### config.mk
export PLATFORM = sky130hd
export DESIGN_NAME = paddle_ctrl_flat
export DESIGN_NICKNAME = d
export VERILOG_FILES = /design/src/rtl/bricks_pkg.sv /design/src/rtl/paddle_ctrl_if.sv /design/src/rtl/btn_debounce.sv /design/src/rtl/paddle_ctrl.sv /design/src/flat_wrapper.sv
export SDC_FILE = /design/constraint.sdc
export NUM_CORES = 1
export LEC_CHECK = 0
export CORE_MARGIN = 2
export CORE_UTILIZATION = 50
export DETAILED_ROUTE_END_ITERATION = 8
export DONT_BUFFER_PORTS = 1
export REMOVE_ABC_BUFFERS = 1
export SLEW_MARGIN = 20
export SYNTH_ARGS = -nofsm -noshare
export SYNTH_HDL_FRONTEND = slang
export SYNTH_SLANG_ARGS = --single-unit
### constraint.sdc
create_clock -name clock -period 3.88 [get_ports clock]
set_input_delay 0.582 -clock clock [delete_from_list [all_inputs] [get_ports clock]]
set_output_delay 0.582 -clock clock [all_outputs]
set_load 0.03 [all_outputs]
### src/rtl/bricks_pkg.sv
// Shared definitions for the paddle controller slice: display control codes,
// FSM state encoding and the paddle position width.
package bricks_pkg;

    localparam int PADDLE_W = 3;

    localparam logic [3:0] CTRL_STOP = 4'b1111;
    localparam logic [3:0] CTRL_R1   = 4'b0001;
    localparam logic [3:0] CTRL_R2   = 4'b0011;
    localparam logic [3:0] CTRL_L1   = 4'b0100;
    localparam logic [3:0] CTRL_L2   = 4'b0110;
    localparam logic [3:0] CTRL_IDLE = 4'b0000;

    typedef enum logic [2:0] {
        ST_IDLE,
        ST_L1,
        ST_L2,
        ST_R1,
        ST_R2,
        ST_STOP
    } paddle_state_t;

    // Display code for a given FSM state.
    function automatic logic [3:0] ctrl_code(paddle_state_t s);
        case (s)
            ST_L1:   return CTRL_L1;
            ST_L2:   return CTRL_L2;
            ST_R1:   return CTRL_R1;
            ST_R2:   return CTRL_R2;
            ST_STOP: return CTRL_STOP;
            default: return CTRL_IDLE;
        endcase
    endfunction

endpackage

### src/rtl/paddle_ctrl_if.sv
// Button / display bundle of the paddle controller.
//   btn_left, btn_right, btn_pause : raw active-high buttons (master -> slave)
//   control    : 4-bit display code                  (slave -> master)
//   paddle_pos : leftmost paddle column              (slave -> master)
//   move_pulse : strobe in the cycle paddle_pos moves (slave -> master)
interface paddle_ctrl_if;
    import bricks_pkg::*;

    logic                btn_left;
    logic                btn_right;
    logic                btn_pause;
    logic [3:0]          control;
    logic [PADDLE_W-1:0] paddle_pos;
    logic                move_pulse;

    modport master (
        output btn_left, btn_right, btn_pause,
        input  control, paddle_pos, move_pulse
    );

    modport slave (
        input  btn_left, btn_right, btn_pause,
        output control, paddle_pos, move_pulse
    );

endinterface

### src/rtl/btn_debounce.sv
// Two-flop synchroniser followed by a debouncer.
//   clock, reset : system clock, synchronous active-high reset
//   din          : raw asynchronous input
//   dout         : debounced level, changes after DEBOUNCE_CYCLES equal samples
//   rise         : one-cycle pulse in the first cycle dout is high
module btn_debounce #(
    parameter int DEBOUNCE_CYCLES = 200
) (
    input  logic clock,
    input  logic reset,
    input  logic din,
    output logic dout,
    output logic rise
);

    localparam int CW = $clog2(DEBOUNCE_CYCLES);
    localparam logic [CW-1:0] CNT_MAX = CW'(DEBOUNCE_CYCLES - 1);

    logic          sync1, sync2;
    logic [CW-1:0] cnt;

    always_ff @(posedge clock) begin
        if (reset) begin
            sync1 <= 1'b0;
            sync2 <= 1'b0;
            cnt   <= '0;
            dout  <= 1'b0;
            rise  <= 1'b0;
        end else begin
            sync1 <= din;
            sync2 <= sync1;
            rise  <= 1'b0;
            // cnt tracks consecutive samples that disagree with dout;
            // any agreeing sample restarts it.
            if (sync2 == dout) begin
                cnt <= '0;
            end else if (cnt == CNT_MAX) begin
                dout <= sync2;
                rise <= sync2;
                cnt  <= '0;
            end else begin
                cnt <= cnt + 1'b1;
            end
        end
    end

endmodule

### src/rtl/paddle_ctrl.sv
// Paddle controller: debounces left/right/pause buttons, runs the direction /
// speed FSM and steps the paddle position.
//   clock, reset : 10 kHz clock, synchronous active-high reset
//   bus          : paddle_ctrl_if.slave (buttons in; control, paddle_pos,
//                  move_pulse out)
// Build option PADDLE_PAUSE_TOGGLE_EN: pause button toggles a paused flag on
// each debounced press instead of acting as a hold-to-stop level.
module paddle_ctrl
    import bricks_pkg::*;
#(
    parameter int DEBOUNCE_CYCLES = 200,
    parameter int HOLD_CYCLES     = 5000,
    parameter int MOVE_CYCLES     = 2000,
    parameter int PADDLE_MAX      = 5
) (
    input  logic          clock,
    input  logic          reset,
    paddle_ctrl_if.slave  bus
);

    localparam int HW = $clog2(HOLD_CYCLES);
    localparam int MW = $clog2(MOVE_CYCLES);
    localparam logic [HW-1:0]       HOLD_MAX      = HW'(HOLD_CYCLES - 1);
    localparam logic [MW-1:0]       MOVE_MAX      = MW'(MOVE_CYCLES - 1);
    localparam logic [MW-1:0]       MOVE_HALF_MAX = MW'(MOVE_CYCLES / 2 - 1);
    localparam logic [PADDLE_W-1:0] POS_MAX       = PADDLE_W'(PADDLE_MAX);
    localparam logic [PADDLE_W-1:0] POS_RST       = PADDLE_W'((PADDLE_MAX + 1) / 2);

    logic db_l, db_r, db_p;
    logic rise_l, rise_r, rise_p;
    logic paused;

    btn_debounce #(.DEBOUNCE_CYCLES(DEBOUNCE_CYCLES)) u_db_left (
        .clock(clock), .reset(reset), .din(bus.btn_left),  .dout(db_l), .rise(rise_l));
    btn_debounce #(.DEBOUNCE_CYCLES(DEBOUNCE_CYCLES)) u_db_right (
        .clock(clock), .reset(reset), .din(bus.btn_right), .dout(db_r), .rise(rise_r));
    btn_debounce #(.DEBOUNCE_CYCLES(DEBOUNCE_CYCLES)) u_db_pause (
        .clock(clock), .reset(reset), .din(bus.btn_pause), .dout(db_p), .rise(rise_p));

`ifdef PADDLE_PAUSE_TOGGLE_EN
    logic pause_flag;
    logic unused_ok;
    assign unused_ok = &{1'b0, rise_l, rise_r, db_p};

    always_ff @(posedge clock) begin
        if (reset)       pause_flag <= 1'b0;
        else if (rise_p) pause_flag <= ~pause_flag;
    end
    // Folding the rise pulse in makes the toggle take effect in the same
    // cycle as a level change would, so both builds share one latency.
    assign paused = pause_flag ^ rise_p;
`else
    logic unused_ok;
    assign unused_ok = &{1'b0, rise_l, rise_r, rise_p};
    assign paused = db_p;
`endif

    paddle_state_t       state_q, next_state;
    logic [3:0]          control_q;
    logic [HW-1:0]       hold_cnt;
    logic [MW-1:0]       move_cnt;
    logic [PADDLE_W-1:0] pos_q;
    logic                pulse_q;

    logic          is_left, is_right, is_slow, moving, step, can_move;
    logic [MW-1:0] wrap;

    always_comb begin
        next_state = state_q;
        if (paused)              next_state = ST_STOP;
        else if (db_l && db_r)   next_state = ST_IDLE;
        else if (db_l)           next_state = ((state_q == ST_L1 && hold_cnt == HOLD_MAX) ||
                                               state_q == ST_L2) ? ST_L2 : ST_L1;
        else if (db_r)           next_state = ((state_q == ST_R1 && hold_cnt == HOLD_MAX) ||
                                               state_q == ST_R2) ? ST_R2 : ST_R1;
        else                     next_state = ST_IDLE;

        is_left  = (state_q == ST_L1) || (state_q == ST_L2);
        is_right = (state_q == ST_R1) || (state_q == ST_R2);
        is_slow  = (state_q == ST_L1) || (state_q == ST_R1);
        // Motion only accumulates while the direction state is stable; any
        // state change restarts the step period.
        moving   = (is_left || is_right) && (next_state == state_q);
        wrap     = is_slow ? MOVE_MAX : MOVE_HALF_MAX;
        step     = moving && (move_cnt == wrap);
        can_move = is_left ? (pos_q != '0) : (pos_q != POS_MAX);
    end

    always_ff @(posedge clock) begin
        if (reset) begin
            state_q   <= ST_IDLE;
            control_q <= CTRL_IDLE;
            hold_cnt  <= '0;
            move_cnt  <= '0;
            pos_q     <= POS_RST;
            pulse_q   <= 1'b0;
        end else begin
            state_q   <= next_state;
            control_q <= ctrl_code(next_state);

            if (next_state != state_q || !is_slow) hold_cnt <= '0;
            else if (hold_cnt != HOLD_MAX)         hold_cnt <= hold_cnt + 1'b1;

            if (!moving || step) move_cnt <= '0;
            else                 move_cnt <= move_cnt + 1'b1;

            pulse_q <= step && can_move;
            if (step && can_move)
                pos_q <= is_left ? pos_q - 1'b1 : pos_q + 1'b1;
        end
    end

    assign bus.control    = control_q;
    assign bus.paddle_pos = pos_q;
    assign bus.move_pulse = pulse_q;

endmodule

### src/flat_wrapper.sv
// flat-port wrapper written by rule: the top's interface ports become plain ports
module paddle_ctrl_flat import bricks_pkg::*;
#(
    parameter int DEBOUNCE_CYCLES = 200,
    parameter int HOLD_CYCLES     = 5000,
    parameter int MOVE_CYCLES     = 2000,
    parameter int PADDLE_MAX      = 5
)
  (clock, reset, bus_btn_left, bus_btn_right, bus_btn_pause, bus_control, bus_paddle_pos, bus_move_pulse);
  paddle_ctrl_if bus_i ();
  input  logic clock;
  input  logic reset;
  input wire logic [$bits(bus_i.btn_left)-1:0] bus_btn_left;
  input wire logic [$bits(bus_i.btn_right)-1:0] bus_btn_right;
  input wire logic [$bits(bus_i.btn_pause)-1:0] bus_btn_pause;
  output wire logic [$bits(bus_i.control)-1:0] bus_control;
  output wire logic [$bits(bus_i.paddle_pos)-1:0] bus_paddle_pos;
  output wire logic [$bits(bus_i.move_pulse)-1:0] bus_move_pulse;
  assign bus_i.btn_left = bus_btn_left;
  assign bus_i.btn_right = bus_btn_right;
  assign bus_i.btn_pause = bus_btn_pause;
  assign bus_control = bus_i.control;
  assign bus_paddle_pos = bus_i.paddle_pos;
  assign bus_move_pulse = bus_i.move_pulse;
  paddle_ctrl #(.DEBOUNCE_CYCLES(DEBOUNCE_CYCLES), .HOLD_CYCLES(HOLD_CYCLES), .MOVE_CYCLES(MOVE_CYCLES), .PADDLE_MAX(PADDLE_MAX)) u_core (.clock(clock), .reset(reset), .bus(bus_i));
endmodule
# Word-level counts from Yosys, hierarchy flattened
# Index checks and enable logic that the tools add are counted.
[classes]
bitwise = 3
reduce_logical = 25
eq_ne = 21
add_sub_neg = 7
mux = 10
[op_table]
columns = ["cell", "n"]
rows = [
  ["8-bit by 1-bit adder with 8-bit output (second input constant)", 3],
  ["8-bit equality test (second input constant)", 3],
  ["4-bit case mux with 5 select lines", 1],
  ["3-bit two-way mux", 6],
  ["13-bit by 1-bit adder with 13-bit output (second input constant)", 1],
  ["13-bit equality test (second input constant)", 1],
  ["13-bit != test (second input constant)", 1],
  ["3-bit by 2-bit equality test with 1-bit output (second input constant)", 4],
  ["11-bit by 1-bit adder with 11-bit output (second input constant)", 1],
  ["11-bit equality test", 1],
  ["11-bit two-way mux", 1],
  ["3-bit equality test (second input constant)", 3],
  ["3-bit OR reduction", 3],
  ["1-bit logical OR", 8],
  ["3-bit by 1-bit equality test with 1-bit output (second input constant)", 2],
  ["1-bit logical AND", 6],
  ["2-bit AND reduction", 3],
  ["2-bit OR reduction", 2],
  ["3-bit by 1-bit adder with 3-bit output (second input constant)", 1],
  ["1-bit equality test", 3],
  ["3-bit equality test", 1],
  ["3-bit != test", 1],
  ["3-bit != test (second input constant)", 1],
  ["1-bit NOT", 3],
  ["other kinds (5)", 6],
]
[totals]
wordCells = 84
inputBits = 5
ff_bits = 68

# Longest topological paths before layout
# Gate-level depths: netlist (run 1).
[logic_depth]
ltp_word = 13
ltp_mapped = 8
depth_no_buf = 7

# Hierarchy
# Synthesis (run 1) repeated with hierarchy kept, for this count alone.
[hier_totals]
cells_unflattened = 374
hier_area_um2 = 3515.9
[by_module_without_submodules]
columns = ["module", "seq_area_each_um2", "cells_each", "instances", "area_per_inst_um2"]
rows = [
  ["paddle_ctrl", 700.7, 224, 1, 1898.1],
  ["btn_debounce", 240.2, 50, 3, 539.3],
]

# Worst setup path after synthesis (run 1)
# OpenSTA, ideal clock, no wires.
[synth_path]
kind = "flip-flop to flip-flop"
startpoint = "register u_core.hold_cnt[3]"
endpoint = "register u_core.pos_q[2], in the netlist u_core.bus.paddle_pos[2]"
stages_incl_launch_ff = 7
t_arrival_ns = 1.903
n_path_buf = 0
setup_slack_ns = 1.854
path_cell_list = "dfxtp_1 -> or4b_4 -> nor4_4 -> or4_1 -> o21ai_2 -> o211ai_2 -> mux2_1"
[synth_via]
elab_chain_cells = 12
[synth_rtl]
columns = ["item", "line", "rtl"]
rows = [
  ["from (decl)", "paddle_ctrl.sv:60", "logic [HW-1:0] hold_cnt;"],
  ["from (signal assigned)", "paddle_ctrl.sv:102", "else if (hold_cnt != HOLD_MAX) hold_cnt <= hold_cnt + 1'b1;"],
  ["13-bit equality test *", "paddle_ctrl.sv:72, paddle_ctrl.sv:74", ""],
  ["1-bit logical AND", "paddle_ctrl.sv:74", "else if (db_r) next_state = ((state_q == ST_R1 && hold_cnt == HOLD_MAX) ||"],
  ["1-bit logical OR", "paddle_ctrl.sv:74", ""],
  ["3-bit two-way mux", "paddle_ctrl.sv:75", "state_q == ST_R2) ? ST_R2 : ST_R1;"],
  ["3-bit two-way mux", "paddle_ctrl.sv:74", ""],
  ["3-bit two-way mux *", "paddle_ctrl.sv:72", "else if (db_l) next_state = ((state_q == ST_L1 && hold_cnt == HOLD_MAX) ||"],
  ["3-bit two-way mux *", "paddle_ctrl.sv:71", "else if (db_l && db_r) next_state = ST_IDLE;"],
  ["3-bit two-way mux *", "paddle_ctrl.sv:70", "if (paused) next_state = ST_STOP;"],
  ["3-bit equality test *", "paddle_ctrl.sv:83", "moving = (is_left || is_right) && (next_state == state_q);"],
  ["1-bit logical AND *", "paddle_ctrl.sv:83", ""],
  ["1-bit logical AND *", "paddle_ctrl.sv:85", "step = moving && (move_cnt == wrap);"],
  ["1-bit logical AND *", "paddle_ctrl.sv:108", "if (step && can_move)"],
  ["to (signal assigned)", "paddle_ctrl.sv:109", "pos_q <= is_left ? pos_q - 1'b1 : pos_q + 1'b1;"],
  ["to (decl)", "paddle_ctrl.sv:62", "logic [PADDLE_W-1:0] pos_q;"],
]
# Every way passes the cells marked *; elsewhere a longest branch is shown, timed or not.
# A chain may end at the register's enable or synchronous reset.

# Worst setup path in the final report (run 1)
[layout_path]
startpoint = "register u_core.hold_cnt[3]"
endpoint = "register u_core.move_cnt[4]"
[layout_via]
elab_chain_cells = 13
[layout_rtl]
columns = ["item", "line", "rtl"]
rows = [
  ["13-bit equality test *", "paddle_ctrl.sv:72, paddle_ctrl.sv:74", ""],
  ["1-bit logical AND", "paddle_ctrl.sv:74", ""],
  ["1-bit logical OR", "paddle_ctrl.sv:74", ""],
  ["3-bit two-way mux", "paddle_ctrl.sv:75", ""],
  ["3-bit two-way mux", "paddle_ctrl.sv:74", ""],
  ["3-bit two-way mux *", "paddle_ctrl.sv:72", ""],
  ["3-bit two-way mux *", "paddle_ctrl.sv:71", ""],
  ["3-bit two-way mux *", "paddle_ctrl.sv:70", ""],
  ["3-bit equality test *", "paddle_ctrl.sv:83", ""],
  ["1-bit logical AND *", "paddle_ctrl.sv:83", ""],
  ["1-bit logical NOT or 1-bit logical AND (tied branches)", "paddle_ctrl.sv:104, paddle_ctrl.sv:85", ""],
  ["1-bit logical OR *", "paddle_ctrl.sv:104", "if (!moving || step) move_cnt <= '0;"],
  ["2-bit OR reduction (no source line) *", "--", ""],
  ["to (signal assigned)", "paddle_ctrl.sv:105", "else move_cnt <= move_cnt + 1'b1;"],
  ["to (decl)", "paddle_ctrl.sv:61", "logic [MW-1:0] move_cnt;"],
]
# Marks and branches as above.

==> flow_metrics.py, run 1 <==
metrics = {
    "synthesis": {
        "ys.flop_type": "dfxtp_1",
        "synth_edf_count": 0,
        "ys_seq_area_frac": 0.4463,
        "synth_cell_types": 52,
        "syn_area_per_cell_um2": 9.244,
        "async_flop_share": 0,
        "synth_seq_cells": 68,
        "netlist_area_um2": 3050,
        "syn_inst": 330,
        "ys_warn_count": 0,
    },
    "critical_path": {
        "crit_slowest_cell": "or4b_4",
        "cp.required_ns": 4.10,
        "critPathLaunchType": "register",
        "crit_arrival_ns": 2.41,
        "setup.worst_path.end_class": "register",
        "cp_cell_sequence": "or4b_4 -> nor4_4 -> or4_1 -> o21ai_2 -> o211ai_4 -> nor2_2",
        "worstPathMaxFanout": 10,
        "cp_slowest_stage_delay_ns": 0.57,
        "crit_buf_inv": 0,
        "cp_top_family": "simple AND/OR/NAND/NOR gates",
        "crit_type": "register to register",
    },
    "timing": {
        "setup_viol": 0,
        "tightest_slew_ns": 0.4695,
        "hold_viol": 0,
        "final.setup_skew_ns": 0.005504,
        "drv_slew": 0,
        "max_freq_mhz": 455.0,
        "period_minus_slack_ns": 2.198,
        "rsz0062_at_grt": "false",
        "slew_headroom": 0.6866,
        "post-route-period-util": 0.5665,
        "finalSetupTns_ns": 0,
    },
    "detailed_routing": {
        "wirelength_mm": 5.234,
        "routedWlPerCell_um": 12.77,
        "dr.pass1.iters": 5,
        "post-route-drc-count": 0,
        "drt_iter0_markers": 105,
        "via_per_inst": 5.278,
        "ant_nets": 0,
        "num_vias": 2164,
    },
    "clock_network": {
        "cts.sinks": 68,
        "clk_latency_ns": 0.34,
        "ctsResizeCount": 0,
        "numCtsBuffers": 9,
        "cts_setup_buffers": 0,
        "clkSlewWorstSetupHoldPaths_ns": 0.07,
        "clockBufferDepth": 2,
        "clock-root-buffer": "clkbuf_8",
        "cts_hold_buffers": 0,
        "htreeDepth": 3,
        "cts_tree": "yes",
    },
    "cells_and_area": {
        "drive_gt1_frac": 0.1224,
        "mostFrequentLayoutCells": "dfxtp_1, nor2_1, xor2_1",
        "multi_input_area_um2": 1608,
        "regArea_um2": 1361,
        "fillers": 582,
        "antenna_cells": 0,
        "design_area_um2": 3308,
        "nets": 341,
        "final_common_cell": "dfxtp_1",
        "synthToLayoutAreaGrowth_pct": 8.449,
    },
    "grt": {
        "grt_usage": 0.1730,
        "grt_pass1_wl_mm": 8.907,
        "grt_pass1_vias": 1965,
        "grt-ovfl-total": 0,
        "antenna_found_initial": 0,
        "grt_max_degree": 28,
    },
    "floorplanning": {
        "ioPinCount": 13,
        "chipWidth_um": 82.11,
        "coreArea_um2": 5921,
        "num_rows": 28,
        "die_h_um": 82.11,
        "dieArea_um2": 6741,
        "start_util": 0.5152,
    },
    "placement": {
        "placed_cell_area_um2": 3093,
        "post-dp-hpwl_mm": 3.648,
        "port_buffers": 0,
        "gp_congestion": 0.8309,
    },
    "power": {
        "powerDensity_nw_per_um2": 405.3,
        "leakagePower_uw": 0.001105,
        "ir_drop_uv": 227.7,
    },
    "job": {
        "maxCapViolCount": 0,
    },
    "run_status": {
        "outcome": "completed",
    },
    "min_path": {
        "hold_path.class": "input port to register",
    },
}
-- metal layers --
metal | GRT usage | vias up | routed length, um
met2 | 0.2659 | 21 | 2356
met3 | 0.05543 | 5 | 136
met1 | 0.2314 | 1009 | 2685
met4 | 0.05500 | 0 | 56
met5 | 0 | - | 0
li1 | - | 1129 | -
-- worst register-to-register path, stage by stage (launching register included) --
cell and delay [ns]:
dfxtp_1 0.37, or4b_4 0.57, nor4_4 0.34, or4_1 0.18
o21ai_2 0.10, o211ai_4 0.44, nor2_2 0.08
-- final timing paths --
| check | start | endpoint | slack (ns) | depth (start not counted) |
|---|---|---|---|---|
| worst max-delay path | u_core.hold_cnt[3]$_SDFFE_PP0P_ | u_core.move_cnt[4]$_SDFF_PP0_ | 1.68 | 6 |
| worst min-delay path | reset | u_core.u_db_left.sync1$_SDFF_PP0_ | 0.31 | 1 |
| worst max register to register | u_core.hold_cnt[3]$_SDFFE_PP0P_ | u_core.move_cnt[4]$_SDFF_PP0_ | 1.68 | 6 |
| worst min register to register | u_core.u_db_right.sync1$_SDFF_PP0_ | u_core.u_db_right.sync2$_SDFF_PP0_ | 0.44 | 1 |
-- report_power, final --
group | total, uW | switching [uW] | internal, uW
clock | 629 | 270 | 359
combinational | 8.80 | 4.81 | 3.98
sequential | 703 | 1.62 | 701
total | 1340 | 276 | 1060
-- per-stage QoR --
stage | hold slack [ns] | total power [uW] | setup WS [ns] | instances | util
2_1_floorplan | 0.4131 | 726.1 | 1.847 | 319 | -
3_3_place_gp | 0.4250 | 728.0 | 1.698 | 394 | 0.5224
6_report | 0.3058 | 1341 | 1.682 | 410 | 0.5587
3_5_place_dp | 0.4313 | 728.3 | 1.680 | 394 | 0.5224
4_1_cts | 0.2851 | 1362 | 1.666 | 410 | 0.5587
5_1_grt | 0.2856 | 1390 | 1.456 | 410 | 0.5587
-- Yosys cell counts, types with 2 or more instances --
| library cell | count | area share |
|---|---|---|
| dfxtp_1 | 68 | 0.45 |
| nor2_1 | 58 | 0.071 |
| xor2_1 | 24 | 0.069 |
| nand3_1 | 20 | 0.033 |
| xnor2_1 | 20 | 0.057 |
| nand2_1 | 12 | 0.015 |
| and3_1 | 11 | 0.023 |
| nor2_2 | 10 | 0.021 |
| nor2b_1 | 9 | 0.018 |
| inv_1 | 8 | 0.0098 |
| nand4_1 | 8 | 0.016 |
| clkbuf_1 | 7 | 0.0086 |
| a21oi_1 | 6 | 0.0098 |
| ha_1 | 5 | 0.021 |
| mux2i_1 | 5 | 0.016 |
| nand2b_1 | 5 | 0.010 |
| nor4_1 | 4 | 0.0082 |
| a31oi_1 | 3 | 0.0062 |
| nor3b_1 | 3 | 0.0074 |
| or3_1 | 3 | 0.0062 |
| a21o_1 | 2 | 0.0049 |
| buf_2 | 2 | 0.0033 |
| buf_4 | 2 | 0.0049 |
| nor4b_1 | 2 | 0.0057 |
| nor4bb_1 | 2 | 0.0066 |
| o21ai_1 | 2 | 0.0033 |
| or2_2 | 2 | 0.0041 |
| or4_1 | 2 | 0.0049 |
| or4_4 | 2 | 0.0074 |
-- kinds of logic after synthesis --
logic type / count (synthesis) / share of synthesized area
AOI/OAI and AO/OA: 25 / 0.06399
xor gates and xnor gates: 44 / 0.1263
adders and majority gates: 6 / 0.02707
buffers and inverters: 19 / 0.02666
DFF: 68 / 0.4463
muxes: 6 / 0.02010
and+or+nand+nor: 162 / 0.2896
-- registers in the layout (all words and copies together), names as in the netlist --
register	flops
u_core.u_db_right.sync1	1
u_core.u_db_pause.sync1	1
u_core.u_db_left.dout	1
u_core.move_cnt	11
u_core.u_db_right.cnt	8
u_core.hold_cnt	13
u_core.u_db_pause.dout	1
u_core.bus.control	4
u_core.u_db_right.dout	1
u_core.state_q	3
u_core.u_db_pause.cnt	8
u_core.u_db_right.sync2	1
u_core.u_db_pause.sync2	1
u_core.u_db_left.cnt	8
u_core.u_db_left.sync1	1
u_core.bus.move_pulse	1
u_core.u_db_left.sync2	1
u_core.bus.paddle_pos	3
-- final cells by class --
type                       instances  area share
inverter                           8    0.009077
multi-input combinational        243      0.4860
tap                               75     0.02837
clock buffer                       9     0.03744
clock inverter                     7     0.02761
sequential                        68      0.4115
Note: power is estimated with default switching activity, not from simulation.
==> inputs of run 2 (changes only) <==
- PLACE_DENSITY: default -> 0.68
- clock period: 3.88 -> 1.8 ns (I/O delays scaled with it)
==> run 2 against run 1 <==
  * The run now ends with setup timing left
  * Clock power increased by 100%
  * Flip-flop and latch count did not move
  * Clock skew is 0.0027 ns higher
  * Maximum frequency is 9.3% higher
  * Setup slack lost 1.9 ns
  * Critical path depth up 3
  * Cell count grew 16%
  * Count of clock-buffer cells in the layout is the same
  * Critical endpoint is now u_core.hold_cnt[4]$_SDFFE_PP0P_
  * Largest power group unchanged
==> flow_metrics.py, run 2 (synthesis gave the netlist of run 1 again) <==
metrics = {
    "detailed_routing": {
        "routedWlPerCell_um": 14.52,
        "post-route-drc-count": 0,
        "dr.pass1.iters": 4,
        "via_per_inst": 5.236,
        "wirelength_mm": 6.899,
        "num_vias": 2487,
        "drt_iter0_markers": 148,
        "ant_nets": 0,
    },
    "timing": {
        "slew_headroom": 0.5059,
        "fin_ws_ns": -0.2117,
        "whs_ns": 0.04480,
        "rsz0062_at_grt": "true",
        "hold_viol": 0,
        "setup_viol": 27,
        "final.setup_skew_ns": 0.008199,
        "post-route-period-util": 1.118,
        "tightest_slew_ns": 0.7387,
        "max_freq_mhz": 497.1,
        "drv_slew": 0,
        "period_minus_slack_ns": 2.012,
    },
    "cells_and_area": {
        "largest_reg_flops": 13,
        "drive_gt1_frac": 0.3650,
        "top_regs": "u_core.hold_cnt: 13 flops, u_core.move_cnt: 11 flops",
        "design_area_um2": 4128,
        "synthToLayoutAreaGrowth_pct": 35.32,
        "antenna_cells": 0,
        "mostFrequentLayoutCells": "dfxtp_1, buf_4, nor2_1",
        "final_common_cell": "dfxtp_1",
        "nets": 406,
        "regMostFlops": "u_core.hold_cnt",
    },
    "grt": {
        "grt_usage": 0.2098,
        "antenna_found_initial": 0,
        "grt-ovfl-total": 0,
        "grt_pass1_wl_mm": 10.78,
        "grt_pass1_vias": 2404,
        "grt_max_degree": 18,
    },
    "critical_path": {
        "crit_type": "register to register",
        "crit_arrival_ns": 2.29,
        "cp_slowest_stage_delay_ns": 0.42,
        "setup.worst_path.end_class": "register",
        "worstPathMaxFanout": 6,
        "crit_buf_inv": 2,
        "cp_cell_sequence": "ha_4 -> and3_4 -> nand4_1 -> buf_4 -> a31oi_4 -> o221a_4 -> or3_4 -> buf_12 -> nor2_4",
        "crit_slowest_cell": "or3_4",
        "critPathLaunchType": "register",
        "cp.required_ns": 2.08,
        "cp_top_family": "simple AND/OR/NAND/NOR gates",
    },
    "min_path": {
        "hold_path.class": "input port to register",
    },
    "job": {
        "maxCapViolCount": 0,
    },
    "power": {
        "leakagePower_uw": 0.001470,
        "powerDensity_nw_per_um2": 678.3,
        "ir_drop_uv": 430.5,
    },
    "run_status": {
        "outcome": "finished, violations left",
        "violations": "setup timing",
    },
    "floorplanning": {
        "num_rows": 28,
        "dieArea_um2": 6741,
        "ioPinCount": 13,
        "coreArea_um2": 5921,
        "chipWidth_um": 82.11,
        "die_h_um": 82.11,
        "start_util": 0.5152,
    },
    "clock_network": {
        "cts.sinks": 68,
        "clk_latency_ns": 0.35,
        "htreeDepth": 3,
        "cts_tree": "yes",
        "clkSlewWorstSetupHoldPaths_ns": 0.07,
        "clock-root-buffer": "clkbuf_8",
        "numCtsBuffers": 9,
        "clockBufferDepth": 2,
    },
    "placement": {
        "placed_cell_area_um2": 3523,
        "pre_cts_ws_ns": -0.2670,
        "gp_congestion": 0.9166,
        "post-dp-hpwl_mm": 4.116,
        "port_buffers": 0,
    },
}
run 2: routing by layer:
| metal | wire length (um) | vias up | global-route usage |
|---|---|---|---|
| met4 | 151 | 0 | 0.08833 |
| met3 | 207 | 16 | 0.04674 |
| li1 | - | 1260 | - |
| met1 | 2992 | 1168 | 0.2488 |
| met2 | 3548 | 43 | 0.3650 |
| met5 | 0 | - | 0 |
run 2: area by class of cell:
type	count	area, um2
multi-input combinational	243	1871
timing repair buffer	65	556.8
clock inverter	7	75.07
inverter	8	30.03
sequential	68	1378
clock buffer	9	123.9
tap	75	93.84
fill	448	1793
run 2: metrics by stage:
| stage | total power [uW] | setup TNS (ns) | utilization | cells |
|---|---|---|---|---|
| finish | 2800 | -3.644 | 0.6972 | 475 |
| global route | 2884 | -5.408 | 0.6972 | 475 |
| CTS | 2816 | -1.768 | 0.6765 | 477 |
| detailed placement | 1570 | -5.119 | 0.5951 | 448 |
| global placement | 1569 | -4.301 | 0.5951 | 448 |
| floorplan | 1565 | -3.722 | - | 319 |
run 2: worst paths after layout:
check / start / endpoint / slack [ns] / depth (start not counted)
min: bus_btn_right / u_core.u_db_right.sync1$_SDFF_PP0_ / 0.04 / 1
min reg2reg: u_core.u_db_pause.cnt[0]$_SDFF_PP0_ / u_core.u_db_pause.cnt[0]$_SDFF_PP0_ / 0.44 / 1
max reg2reg: u_core.hold_cnt[0]$_SDFFE_PP0P_ / u_core.hold_cnt[4]$_SDFFE_PP0P_ / -0.21 / 9
max: u_core.hold_cnt[0]$_SDFFE_PP0P_ / u_core.hold_cnt[4]$_SDFFE_PP0P_ / -0.21 / 9
run 2: timing repair:
action | in CTS | in global routing
hold buffers | 2 | 0
resized for setup | 39 | 36
pin swaps | 20 | 17
setup buffers | 13 | 3
endpoints found under the setup margin | 28 | 31
hold endpoints to repair | 18 | 0
run 2: power breakdown:
group	internal (uW)	total (uW)	switching, uW
Sequential	1510	1510	4.02
Combinational	11.6	29.2	17.5
Clock	646	1260	611
Total	2170	2800	633
